===== config.mk =====
export PLATFORM = sky130hd
export DESIGN_NAME = retnuo_cl
export DESIGN_NICKNAME = d
export VERILOG_FILES = /design/src/rtl/retnuo_cl.sv
export SDC_FILE = /design/constraint.sdc
export NUM_CORES = 1
export LEC_CHECK = 0
export ABC_AREA = 1
export CAP_MARGIN = 20
export CORE_MARGIN = 2
export CORE_UTILIZATION = 41
export CTS_BUF_LIST = sky130_fd_sc_hd__clkbuf_16
export CTS_CLUSTER_DIAMETER = 30
export DETAILED_ROUTE_END_ITERATION = 12
export PLACE_DENSITY = 0.88
export SLEW_MARGIN = 20
export SYNTH_ARGS = -nofsm -noshare
export SYNTH_HDL_FRONTEND = slang
export SYNTH_SLANG_ARGS = --single-unit

===== constraint.sdc =====
create_clock -name clk -period 1.62 [get_ports clk]
set_clock_uncertainty 0.1 [all_clocks]
set_input_delay 0.324 -clock clk [delete_from_list [all_inputs] [get_ports clk]]
set_output_delay 0.324 -clock clk [all_outputs]
set_load 0.005 [all_outputs]

===== src/rtl/retnuo_cl.sv =====
// retnuo_cl: bit-reversal of the Spongent round-counter state.
// Reverses lfsr[WIDTH-1:0] into out[WIDTH-1:0] and zero-fills the upper
// bits. Registered by default with a one-cycle latency.
// Build option RETNUOCL_COMB_EN: out and out_valid become purely
// combinational (out = rev(lfsr), out_valid = en) for in-round use.
//
// Handshake: out_valid is a one-cycle strobe meaning "out holds a fresh
// result this cycle". There is no ready; every en is accepted and the
// consumer must take the result in the strobe cycle.
module retnuo_cl #(
    parameter int WIDTH = 16
) (
    input  logic        clk,
    input  logic        rst_n,
    input  logic        en,
    input  logic [15:0] lfsr,
    output logic [15:0] out,
    output logic        out_valid
);

    // Reject illegal widths at elaboration time.
    generate
        if (WIDTH < 1 || WIDTH > 16) begin : g_bad_width
            $error("retnuo_cl: WIDTH must be in 1..16");
        end
    endgenerate

    logic [15:0] rev;

    // Pure wiring: reverse the active bits, force the unused upper bits to 0.
    always_comb begin
        rev = '0;
        for (int i = 0; i < WIDTH; i++) begin
            rev[i] = lfsr[WIDTH-1-i];
        end
    end

`ifdef RETNUOCL_COMB_EN
    // Zero-latency mode: the surrounding core registers the state itself.
    assign out       = rev;
    assign out_valid = en;

    // Clock and reset are intentionally not used in this mode.
    logic unused_comb;
    assign unused_comb = &{1'b0, clk, rst_n};
`else
    // Capture register: reset clears, en loads the reversed value, else hold.
    always_ff @(posedge clk) begin
        if (!rst_n) begin
            out       <= '0;
            out_valid <= 1'b0;
        end else begin
            if (en) begin
                out <= rev;
            end
            out_valid <= en;
        end
    end
`endif

    // Bits of lfsr above WIDTH never reach the output.
    logic unused_lfsr;
    assign unused_lfsr = &{1'b0, lfsr};

endmodule


# Yosys cells after proc, flatten, opt, wreduce, memory -nomap -nowiden
# Cells that the tools add are included.
# word_totals
in_bits	19
elab_cells	2
out_inout_bits	17
ff_bits	17

# Logic depth before layout (Yosys ltp)
# logic_depth
ltp_word	0
mapped_depth	5
ltp_nobuf	4

# Least setup slack after synthesis
# OpenSTA, ideal clock, no wires.
# synth_path
path_type	input to register
start	input port en
end	register out[10]
path_stages	4
arrival_ps	715
setup_ps	113
path_slack_ps	693
path_buffers	2
t_required_ps	1407
cell_sequence	buf_6 -> clkbuf_8 -> nor2_1 -> nor2_1
# synth_rtl
element	line_no	rtl
from (decl)	15	input logic en,
to (signal assigned)	54	out <= rev;
to (decl)	17	output logic [15:0] out,

# Worst setup path in the final report
# layout_path
start	register out[6]
end	output port out[6]
# No word-level cell between the ends.

==> impl_metrics.toml <==
[placed_design]
hpwl_um = 1050
io_buffers = 35
pre_cts_ws_ns = 0.214
globalplace.congestion = 0.645

[worst_setup_path]
critPathSlowestCell = "clkdlybuf4s50_1"
crit_buf_inv = 1
cp_cell_sequence = "clkdlybuf4s50_1"
rrSetupSlack_ns = 0.93
arrival_ns = 1.11
r2r_start = "out[9]"
cp_max_fo = 2
critical-path-top-delay-family = "buffers and inverters"
reg2reg_to = "out[9]"
crit_path_start_kind = "flip-flop"
required_ns = 1.20
slowest_delay_ns = 0.52
path_class = "flip-flop to primary output"
cp-end-kind = "primary output"
reg2reg_depth = 2

[pwr]
switching_share_pct = 20.3
power.leakage_nw = 0.574
combPwrFrac_pct = 16.0
power_mw = 1.11
intPower_mw = 0.888
p_sw_mw = 0.225
power.density_mw_per_mm2 = 989
ir_drop_mv = 0.606
p_seq_share_pct = 41.6
pwr-share-clk_pct = 42.4

[yosys]
yosysWarnings = 0
yosysTopAreaCell = "dfxtp_1"
synth_nets = 124
syn_inst = 105
yosysUniqueCellTypes = 8
synth-seq-area-share_pct = 47.1
synthFlopType = "dfxtp_1"
synth-edff-count = 0
yosys-top-cells-count = "nand2_1 (33), nor2_1 (32), dfxtp_1 (17), inv_1 (17)"
synth-seq-cells = 17
synth.avg_cell_area_um2 = 6.88
synth_top_area_share_pct = 47.1
synthTopCellsByArea = "dfxtp_1 (47%), nand2_1 (17%), nor2_1 (17%), inv_1 (8.8%), buf_8 (4.2%)"
synth.most_common_cell = "nand2_1"
syn-cell-area_um2 = 722
async_flop_share_pct = 0

[worst_hold_path]
min_from = "out[7]"
hold_path_end = "out[7]"
hold_path.class = "flip-flop to flip-flop"
hold_path_depth = 2

[clock_network]
clockBufferDepth = 2
cts_buffers = 3
tritoncts = "built"
clk_root_buffer_cell = "clkbuf_16"
post_cts_resized = 0
clkSinkCount = 17
holdBufCountCts = 0
htree_levels = 1
insertion_delay_ns = 0.24
clk_pin_slew_ns = 0.05
cts_setup_buffers = 0

[routing]
drc_errors = 0
vias = 648
avgRoutedWirePerCell_um = 9.65
drtIter0Drc = 6
routed_wl_um = 1520
vias_per_cell = 4.13
drtAntennaViolNets = 0
firstDrtPassIters = 4

[floorplan]
chipHeight_um = 46.0
die_x_um = 46.0
dieArea_mm2 = 0.00211
start_util_pct = 42.7
core_area_mm2 = 0.00169
row_count = 15
pin_count = 36

[global_route]
grt_max_degree = 34
gr-total-overflow = 0
grt_pass1_wl_um = 2350
groute.usage.overall_pct = 16.4
grt_pass1_vias = 559
antenna_found_initial = 0

[timing]
finalMaxSlewViolations = 0
hold_violations = 0
worst_slack_ns = 0.0885
post-route-period-util_pct = 94.5
period_needed_ns = 1.53
worstMarginPinSlew_ns = 0.170
fmax_mhz = 653
slew_headroom_pct = 88.7
setup_violations = 0
rsz0062_at_grt = "false"
fin_tns_setup_ns = 0

[status]
status = "completed"

[final_layout]
fin_nets = 160
drive_above_1_share_pct = 3.57
syn_to_final_growth_pct = 56.0
diodes = 0
final_util_pct = 66.7

[run]
drv_cap = 0
layer usage:
metal / track usage [%] / share of wire (%) / vias to the layer above
li1: - / - / 362
met1: 18.6 / 41 / 259
met2: 25.6 / 50 / 25
met3: 5.56 / 7.5 / 2
met4: 10.9 / 1.1 / 0
met5: 0 / 0 / -
cell families (layout without fill, tap and decap cells):
logic type | after synthesis | in the layout | share of synthesized area, %
flops | 17 | 17 | 47.1
buf+inv | 23 | 58 | 19.1
simple gates | 65 | 65 | 33.8
registers in the layout, indices dropped and copies added, names as in the netlist:
register   flops
out_valid      1
out           16
layout make-up:
class | count | area, um2
Fill cell | 138 | 563
Timing Repair Buffer | 37 | 378
Sequential cell | 17 | 340
Multi-Input combinational cell | 65 | 244
Clock buffer | 3 | 75.1
Inverter | 17 | 63.8
Tap cell | 17 | 21.3
Clock inverter | 1 | 3.75
per-stage QoR:
stage / hold slack, ns / cell area [um2] / cells
final: 0.366 / 1130 / 157
after global routing: 0.382 / 1130 / 157
after CTS: 0.368 / 1130 / 157
after detailed placement: 0.361 / 1050 / 153
after global placement: 0.356 / 1050 / 153
after floorplan: 0.366 / 722 / 105
how the worst max path moves through the flow:
| stage | depth (start not counted) | from | to |
|---|---|---|---|
| after floorplan | 4 | en | out[10] |
| after global placement | 5 | en | out[8] |
| after detailed placement | 5 | en | out[15] |
| after CTS | 1 | out[6] | out[6] |
| after global routing | 1 | out[1] | out[1] |
| final | 1 | out[6] | out[6] |
power groups by stage:
stage / sequential, mW / clock, mW / combinational (mW)
after global routing: 0.466 / 0.502 / 0.199
after floorplan: 0.473 / 0 / 0.0773
after detailed placement: 0.471 / 0 / 0.179
after CTS: 0.463 / 0.479 / 0.181
after global placement: 0.470 / 0 / 0.173
final: 0.463 / 0.472 / 0.179
tightest hold or removal path, delay by kind of cell (launching register included):
family           cells  cell delay, ns
DFF                  1            0.30
and+or+nand+nor      2            0.13
layout by cell type (no fill, tap or decap):
master,instances
nor2_1,32
nand2_1,33
buf_4,1
dfxtp_1,17
inv_1,18
clkdlybuf4s50_1,35
clkbuf_16,3
buf_12,1
No activity file was read; power rests on OpenSTA's default activity.
